<file path="src/rtl/proc_pkg.sv">
// Shared encodings between the processor control FSM and the datapath:
// bus source codes, per-register strobe bit positions and ALU operations.
package proc_pkg;

    typedef enum logic [3:0] {
        SRC_NONE = 4'd0,
        SRC_PC   = 4'd1,
        SRC_AR   = 4'd2,
        SRC_DR   = 4'd3,
        SRC_OPND = 4'd4,
        SRC_AC   = 4'd5,
        SRC_R    = 4'd6,
        SRC_R1   = 4'd7,
        SRC_R2   = 4'd8,
        SRC_R3   = 4'd9,
        SRC_R4   = 4'd10,
        SRC_RSVD = 4'd11,
        SRC_DM   = 4'd12,
        SRC_IM   = 4'd13
    } src_e;

    // Note the strobe order for R1-R4 is the reverse of their bus codes.
    localparam int EN_PC     = 1;
    localparam int EN_AR     = 2;
    localparam int EN_IR     = 3;
    localparam int EN_AC     = 4;
    localparam int EN_R      = 5;
    localparam int EN_R4     = 7;
    localparam int EN_R3     = 8;
    localparam int EN_R2     = 9;
    localparam int EN_R1     = 10;
    localparam int EN_DM_WR  = 11;
    localparam int EN_ALU_AC = 12;
    localparam int EN_AC_R   = 13;

    typedef enum logic [2:0] {
        ALU_NOP = 3'd0,
        ALU_ADD = 3'd1,
        ALU_SUB = 3'd2,
        ALU_MUL = 3'd3,
        ALU_LSH = 3'd4
    } alu_op_e;

endpackage

</file>
<file path="src/rtl/bus_reg.sv">
// Generic architectural register: clear beats load beats increment, else hold.
module bus_reg #(
    parameter int W = 16
) (
    input  logic         clk,
    input  logic         rst_n,
    input  logic         clr_i,
    input  logic         load_i,
    input  logic         inc_i,
    input  logic [W-1:0] d_i,
    output logic [W-1:0] q_o
);

    logic [W-1:0] q_q;
    logic [W-1:0] q_d;

    always_comb begin
        q_d = q_q;
        if (clr_i) begin
            q_d = '0;
        end else if (load_i) begin
            q_d = d_i;
        end else if (inc_i) begin
            q_d = q_q + W'(1);
        end
    end

    always_ff @(posedge clk or negedge rst_n) begin
        if (!rst_n) begin
            q_q <= '0;
        end else begin
            q_q <= q_d;
        end
    end

    assign q_o = q_q;

endmodule

</file>
<file path="src/rtl/datapath_bus.sv">
// Register file and shared bus for the processor; AC, R and the ALU live here
// because they have load sources beyond the bus.
module datapath_bus
    import proc_pkg::*;
#(
    parameter int DATA_W = 16,
    parameter int ADDR_W = 16
) (
    input  logic              clk,
    input  logic              rst_n,
    input  logic [3:0]        read_en,
    input  logic [15:0]       write_en,
    input  logic [15:0]       inc_en,
    input  logic [15:0]       clr_en,
    input  logic [2:0]        alu_op,
    input  logic [DATA_W-1:0] im_rdata,
    input  logic [DATA_W-1:0] dm_rdata,
    output logic [ADDR_W-1:0] im_addr,
    output logic [ADDR_W-1:0] dm_addr,
    output logic [DATA_W-1:0] dm_wdata,
    output logic              dm_we,
    output logic [5:0]        instruction,
    output logic [15:0]       z,
    output logic [DATA_W-1:0] bus
);

    logic [ADDR_W-1:0] pc_q, ar_q;
    logic [DATA_W-1:0] ir_q, r1_q, r2_q, r3_q, r4_q;
    logic [DATA_W-1:0] ac_q, ac_d, r_q, r_d, dr_q;
    logic [DATA_W-1:0] alu_res;
    logic              unused_strobes;

    always_comb begin
        bus = '0;
        case (read_en)
            SRC_PC:   bus = DATA_W'(pc_q);
            SRC_AR:   bus = DATA_W'(ar_q);
            SRC_DR:   bus = dr_q;
            SRC_OPND: bus = {6'b0, ir_q[DATA_W-1:6]};
            SRC_AC:   bus = ac_q;
            SRC_R:    bus = r_q;
            SRC_R1:   bus = r1_q;
            SRC_R2:   bus = r2_q;
            SRC_R3:   bus = r3_q;
            SRC_R4:   bus = r4_q;
            SRC_DM:   bus = dm_rdata;
            SRC_IM:   bus = im_rdata;
            default:  bus = '0;
        endcase
    end

    bus_reg #(.W(ADDR_W)) u_pc (.clk(clk), .rst_n(rst_n), .clr_i(clr_en[EN_PC]),
        .load_i(write_en[EN_PC]), .inc_i(inc_en[EN_PC]), .d_i(bus[ADDR_W-1:0]), .q_o(pc_q));
    bus_reg #(.W(ADDR_W)) u_ar (.clk(clk), .rst_n(rst_n), .clr_i(clr_en[EN_AR]),
        .load_i(write_en[EN_AR]), .inc_i(inc_en[EN_AR]), .d_i(bus[ADDR_W-1:0]), .q_o(ar_q));
    bus_reg #(.W(DATA_W)) u_ir (.clk(clk), .rst_n(rst_n), .clr_i(clr_en[EN_IR]),
        .load_i(write_en[EN_IR]), .inc_i(inc_en[EN_IR]), .d_i(bus), .q_o(ir_q));
    bus_reg #(.W(DATA_W)) u_r1 (.clk(clk), .rst_n(rst_n), .clr_i(clr_en[EN_R1]),
        .load_i(write_en[EN_R1]), .inc_i(inc_en[EN_R1]), .d_i(bus), .q_o(r1_q));
    bus_reg #(.W(DATA_W)) u_r2 (.clk(clk), .rst_n(rst_n), .clr_i(clr_en[EN_R2]),
        .load_i(write_en[EN_R2]), .inc_i(inc_en[EN_R2]), .d_i(bus), .q_o(r2_q));
    bus_reg #(.W(DATA_W)) u_r3 (.clk(clk), .rst_n(rst_n), .clr_i(clr_en[EN_R3]),
        .load_i(write_en[EN_R3]), .inc_i(inc_en[EN_R3]), .d_i(bus), .q_o(r3_q));
    bus_reg #(.W(DATA_W)) u_r4 (.clk(clk), .rst_n(rst_n), .clr_i(clr_en[EN_R4]),
        .load_i(write_en[EN_R4]), .inc_i(inc_en[EN_R4]), .d_i(bus), .q_o(r4_q));

    always_comb begin
        alu_res = ac_q;
        case (alu_op)
            ALU_ADD: alu_res = ac_q + r_q;
            ALU_SUB: alu_res = ac_q - r_q;
            ALU_MUL: alu_res = ac_q * r_q;
            ALU_LSH: alu_res = ac_q << 1;
            default: alu_res = ac_q;
        endcase
    end

    always_comb begin
        ac_d = ac_q;
        if (clr_en[EN_AC]) begin
            ac_d = '0;
        end else if (write_en[EN_AC]) begin
            ac_d = bus;
        end else if (write_en[EN_ALU_AC]) begin
            ac_d = alu_res;
        end else if (inc_en[EN_AC]) begin
            ac_d = ac_q + DATA_W'(1);
        end

        r_d = r_q;
        if (clr_en[EN_R]) begin
            r_d = '0;
        end else if (write_en[EN_R]) begin
            r_d = bus;
        end else if (write_en[EN_AC_R]) begin
            r_d = ac_q;
        end else if (inc_en[EN_R]) begin
            r_d = r_q + DATA_W'(1);
        end
    end

    // DR is a free-running one-cycle delay of the data memory read port.
    always_ff @(posedge clk or negedge rst_n) begin
        if (!rst_n) begin
            ac_q <= '0;
            r_q  <= '0;
            dr_q <= '0;
        end else begin
            ac_q <= ac_d;
            r_q  <= r_d;
            dr_q <= dm_rdata;
        end
    end

    assign im_addr     = pc_q;
    assign dm_addr     = ar_q;
    assign dm_wdata    = bus;
    assign dm_we       = write_en[EN_DM_WR];
    assign instruction = ir_q[5:0];
    assign z           = {15'b0, (ac_q == '0)};

    assign unused_strobes = ^{write_en[0], write_en[6], write_en[15:14],
                              inc_en[0], inc_en[6], inc_en[15:11],
                              clr_en[0], clr_en[6], clr_en[15:11]};

endmodule

</file>
<file path="config.mk">
export PLATFORM = sky130hd
export DESIGN_NAME = datapath_bus
export DESIGN_NICKNAME = d
export VERILOG_FILES = /design/src/rtl/proc_pkg.sv /design/src/rtl/bus_reg.sv /design/src/rtl/datapath_bus.sv
export SDC_FILE = /design/constraint.sdc
export NUM_CORES = 1
export LEC_CHECK = 0
export CORE_MARGIN = 8
export CORE_UTILIZATION = 53
export CTS_CLUSTER_DIAMETER = 150
export DETAILED_ROUTE_END_ITERATION = 6
export GPL_ROUTABILITY_DRIVEN = 0
export GPL_TIMING_DRIVEN = 0
export PLACE_DENSITY = 0.81
export SLEW_MARGIN = 20
export SYNTH_ARGS = -nofsm -noshare
export SYNTH_HDL_FRONTEND = slang
export SYNTH_HIERARCHICAL = 1
export SYNTH_SLANG_ARGS = --single-unit
</file>
<file path="constraint.sdc">
create_clock -name clk -period 5.98 [get_ports clk]
set_input_delay 1.196 -clock clk [delete_from_list [all_inputs] [get_ports clk]]
set_output_delay 1.196 -clock clk [all_outputs]
set_load 0.005 [all_outputs]
</file>
Word-level counts from Yosys, hierarchy flattened
Cells that the tools add are included.

Output and inout port bits: 87. Register bits after elaboration: 160.

Muxes and demuxes: 31. Add/subtract/negate cells: 11. Reduce and logical (&&, ||, !) cells: 11. $mul: 1. Equal/unequal tests: 17.

Operators with widths (number): $mux W16 (29); $pmux W16 S12 (1); $add A16 B1 Y16 const B (9); $pmux W16 S4 (1); $reduce_bool A3 Y1 (7); $eq A4 B4 Y1 const B (5); $add A16 B16 Y16 (1); $eq A4 B3 Y1 const B (4); $logic_not A16 Y1 (1); $mul A16 B16 Y16 (1); $sub A16 B16 Y16 (1); $eq A4 B2 Y1 const B (2); $reduce_bool A4 Y1 (2); $ne A7 B2 Y1 const B (1); $eq A3 B2 Y1 const B (2); $eq A4 B1 Y1 const B (1); $eq A3 B1 Y1 const B (1); $eq A3 B3 Y1 const B (1); $reduce_and A2 Y1 (1).

Logic depth before layout (Yosys ltp)
Depth after elaboration: 5. Depth in mapped cells: 24. Gate-level depth less buffers: 21.

Hierarchy
Netlist, hierarchy kept.

Modules (own cells, without submodules): datapath_bus (times used 1, area each 9520.4 um2, cells each 1183); bus_reg (times used 7, area each 964.7 um2, cells each 106).

Worst setup path after synthesis
Ideal clock, no wire load.

Path kind: register to register. From: reg r_q[2]. To: reg ac_q[12]. Cell stages (with the launch flop): 22. Path slack: 276 ps. Path buffers: 3. Arrival: 5582 ps. Clock period less this slack: 5704 ps. Data required time: 5857 ps. Cells stage by stage: dfrtp_1 -> clkbuf_1 -> clkbuf_1 -> buf_1 -> nand2_1 -> fa_1 -> fa_1 -> fa_1 -> fa_1 -> inv_1 -> fa_1 -> inv_1 -> fa_1 -> inv_1 -> ha_1 -> and3_1 -> a21oi_1 -> nor2b_1 -> xnor2_1 -> o221ai_1 -> a21oi_1 -> o221a_2.

Longest elaborated chain between the ends: 5.

RTL lines: start, declared (line datapath_bus.sv:29) `logic [DATA_W-1:0] ac_q, ac_d, r_q, r_d, dr_q;`; start signal, assigned (line datapath_bus.sv:110) `r_q <= r_d;`; $mul A16 B16 Y16, or another cell as far along (line datapath_bus.sv:72) `ALU_MUL: alu_res = ac_q * r_q;`; $pmux W16 S4 (*) (line datapath_bus.sv:69) `case (alu_op)`; $mux W16 (*) (line datapath_bus.sv:84) `end else if (write_en[EN_ALU_AC]) begin`; $mux W16 (*) (line datapath_bus.sv:82) `end else if (write_en[EN_AC]) begin`; $mux W16 (*) (line datapath_bus.sv:80) `if (clr_en[EN_AC]) begin`; end signal, assigned (line datapath_bus.sv:105) `ac_q <= '0;`; end signal, assigned (line datapath_bus.sv:109) `ac_q <= ac_d;`; end, declared (line datapath_bus.sv:29).

Mark *: on every way between the ends. The rest lies on a longest branch, timed or not. A chain may end at the register's enable or synchronous reset.

Final worst setup path
From: reg r_q[4]. To: reg ac_q[12].

The elaborated chain is that of the path after synthesis.

==> flow_summary.json <==
{
  "drc": 5,
  "nNetsFinal": 2322,
  "crit_chain": "buf_4, buf_4, and2_1, fa_1, inv_1, fa_1, fa_1, fa_1, inv_1, fa_1, inv_1, fa_1, inv_1, ha_4, and3_1, a21oi_2, nor2b_4, xnor2_1, o221ai_1, a21oi_2, o221a_2",
  "crit_top_cell": "fa_1",
  "outcome": "finished with violations",
  "setup_viol": 0,
  "worstSetupPathType": "reg -> reg",
  "layout.area.seq_um2": 4020,
  "grt_max_degree": 100,
  "synth_edf_count": 0,
  "synth-compound-area-share_pct": 18.5,
  "startpoint_type": "register",
  "design.die.area_um2": 36600,
  "fin_area_um2": 18800,
  "layout-drive-gt1-share_pct": 10.1,
  "place_ws_ps": -977,
  "synth_area_leaders": "dfrtp_1 25%, fa_1 10%, ha_1 5.8%, xnor2_1 5.4%, nor2_1 4.2%",
  "die_h_um": 191,
  "crit_required_ps": 6350,
  "syn_avg_cell_area_um2": 8.45,
  "failed_checks": "DRC",
  "avgRoutedWirePerCell_um": 24.3,
  "comb_power_share_pct": 37.5,
  "core_area_um2": 30400,
  "power.internal_mw": 2.32,
  "cts_root_buffer": "clkbuf_16",
  "p_clk_share_pct": 27.6,
  "synthAdderAreaFrac_pct": 15.8,
  "fmax_mhz": 171,
  "antenna_cells": 0,
  "place_hpwl_um": 44400,
  "crit_buf_inv": 6,
  "via_count": 16236,
  "drtIter0Drc": 2600,
  "ctsHtreeMaxLevel": 4,
  "peakVddDrop_mv": 0.177,
  "drt-met1-wl_um": 20900,
  "drt-vias-per-instance": 6.54,
  "cp-end-kind": "register",
  "synthCells": 1925,
  "p_switching_mw": 1.47,
  "die_x_um": 191,
  "tritoncts": "done",
  "yosys-mux-area-fraction_pct": 1.80,
  "maxSlewViolCount": 0,
  "setup_ws_ps": 125,
  "top_layer": "met5",
  "hold_class": "reg -> reg",
  "num_rows": 64,
  "holdBufCountCts": 0,
  "start_util_pct": 53.5,
  "fin_crit_ps": 5860,
  "synthArstFlopShare_pct": 100,
  "synth_top_cell_by_area": "dfrtp_1",
  "path_max_fanout": 10,
  "syn_area_um2": 16300,
  "multiInputGateArea_um2": 10800,
  "met2_length_um": 26600,
  "tightest_slew_ps": 1300,
  "met3_length_um": 8240,
  "slowest_delay_ps": 550,
  "clockBufferDepth": 2,
  "drv_cap": 0,
  "antenna_found_initial": 1,
  "startpoint": "r_q[4]",
  "synth_top_family_by_area": "simple AND/OR/NAND/NOR gates",
  "yosysTopAreaCellShare_pct": 24.6,
  "fillers": 2564,
  "seqPwrFrac_pct": 34.8,
  "fin_util_pct": 61.9,
  "synth_warnings": 6,
  "ys.flop_type": "dfrtp_1",
  "clk_latency_ps": 440,
  "grt_pass1_wl_um": 92100,
  "holdWs_ps": 606,
  "ys_seq_elements": 160,
  "hp-start": "u_r4/q_o[15]",
  "cts.sink_count": 160,
  "yosysSeqAreaShare_pct": 24.6,
  "leakage_nw": 7.84,
  "fin_skew_ps": 9.85,
  "grt_pass1_vias": 16105,
  "ant_nets": 0,
  "max_slew_margin_pct": 13.2,
  "hold_viol": 0,
  "io_pins": 176,
  "synthToLayoutAreaGrowth_pct": 15.8,
  "clkTransAtPathRegs_ps": 70,
  "grt-ovfl-total": 0,
  "place_area_um2": 18100,
  "cts_buffers": 17,
  "firstDrtPassIters": 7,
  "r2r_start": "r_q[4]",
  "synth-xor-area-share_pct": 8.34,
  "netSwitchingFraction_pct": 38.7,
  "grt_usage_pct": 32.8,
  "ys_types": 75,
  "io_buffers": 123,
  "synthSimpleGateAreaFrac_pct": 21.3,
  "fin_crit_sh_pct": 97.9,
  "cpLargestDelayFamily": "adder cells",
  "critPathSlowestCell": "fa_1",
  "p_per_area_nw_per_um2": 201,
  "arrival_ps": 6230,
  "wl_um": 60400
}
[layer usage]
| layer | GRT usage, % | vias to the layer above |
|---|---|---|
| li1 | - | 7000 |
| met1 | 39.2 | 7658 |
| met2 | 50.8 | 1252 |
| met3 | 10.1 | 324 |
| met4 | 20.8 | 2 |
| met5 | 0 | - |
[metrics by stage]
step,total power [mW],setup TNS [ps],instances
after floorplan,2.13,0,1939
after global placement,2.62,-474780,2458
after detailed placement,2.67,-5150,2459
after CTS,3.72,0,2484
after global routing,3.94,-50.8,2484
final,3.79,0,2484
[timing repair]
action | 4_1_cts | 5_1_grt
buffers inserted | 0 | 4
setup endpoints to repair | 9 | 16
pin swaps | 1 | 2
gates resized for setup | 52 | 52
[area by class of cell]
cell class	instances	area share, %
inverter	184	3.87
timing repair buffer	128	6.95
buffer	148	4.88
clock inverter	9	0.458
multi-input combinational	1437	57.4
tap	396	2.63
sequential	160	21.3
clock buffer	22	2.46
[placed cells by master (no fill, tap or decap), drive strengths merged, types with 54 or more instances in the layout]
master	Yosys	routed
dfrtp	160	160
and2	63	63
buf	75	91
clkdlybuf4s50	0	121
nor2	180	180
nand2	171	171
xnor2	101	101
inv	176	175
clkbuf	83	85
a21oi	89	89
ha	76	76
a211oi	57	57
xor2	54	54
fa	81	81
[worst min-delay path, cell delays in order, from the launching register on]
cell and delay (ps):
dfrtp_1 410, o31ai_1 80, a311oi_1 80
[Yosys cell counts (38+ instances only)]
cell type    n
inv_1      169
a21oi_1     89
xnor2_1    101
clkbuf_1    83
a211oi_1    54
o21ai_0     42
nor2_1     180
a22o_1      47
nand2_1    171
ha_1        76
nand3_1     46
and2_1      63
xor2_1      54
dfrtp_1    160
nand4_1     38
fa_1        81
[registers in the layout (all words and copies together), names as in the netlist]
| name | cells |
|---|---|
| ac_q | 16 |
| dr_q | 16 |
| r_q | 16 |
| u_ar/q_o | 16 |
| u_ir/q_o | 16 |
| u_pc/q_o | 16 |
| u_r1/q_o | 16 |
| u_r2/q_o | 16 |
| u_r3/q_o | 16 |
| u_r4/q_o | 16 |
[path summary, 6_finish.rpt]
path	end	slack (ps)	cells after the start
worst min register to register	u_r4/q_o[15]	610	2
max in group asynchronous	ac_q[4]	4330	2
worst max-delay path	ac_q[12]	120	21
min in group asynchronous	u_r3/q_o[0]	680	1
worst max register to register	ac_q[12]	120	21
worst min-delay path	u_r4/q_o[15]	610	2
[power groups by stage]
stage / clock network [mW] / registers (mW) / logic, mW
final: 1.05 / 1.32 / 1.42
after detailed placement: 0 / 1.30 / 1.37
after floorplan: 0 / 1.25 / 0.886
after global routing: 1.10 / 1.32 / 1.53
after global placement: 0 / 1.30 / 1.32
after CTS: 1.05 / 1.29 / 1.38
[cell families (layout without fill, tap and decap cells)]
| logic type | count (synthesis) | count (layout) |
|---|---|---|
| xor+xnor | 155 | 155 |
| other cells | 1 | 15 |
| fa+ha+maj | 157 | 157 |
| mux | 29 | 29 |
| buf+inv | 342 | 491 |
| flops | 160 | 160 |
| compound gates | 411 | 411 |
| simple gates | 670 | 670 |
(Power assumes the default switching activity.)
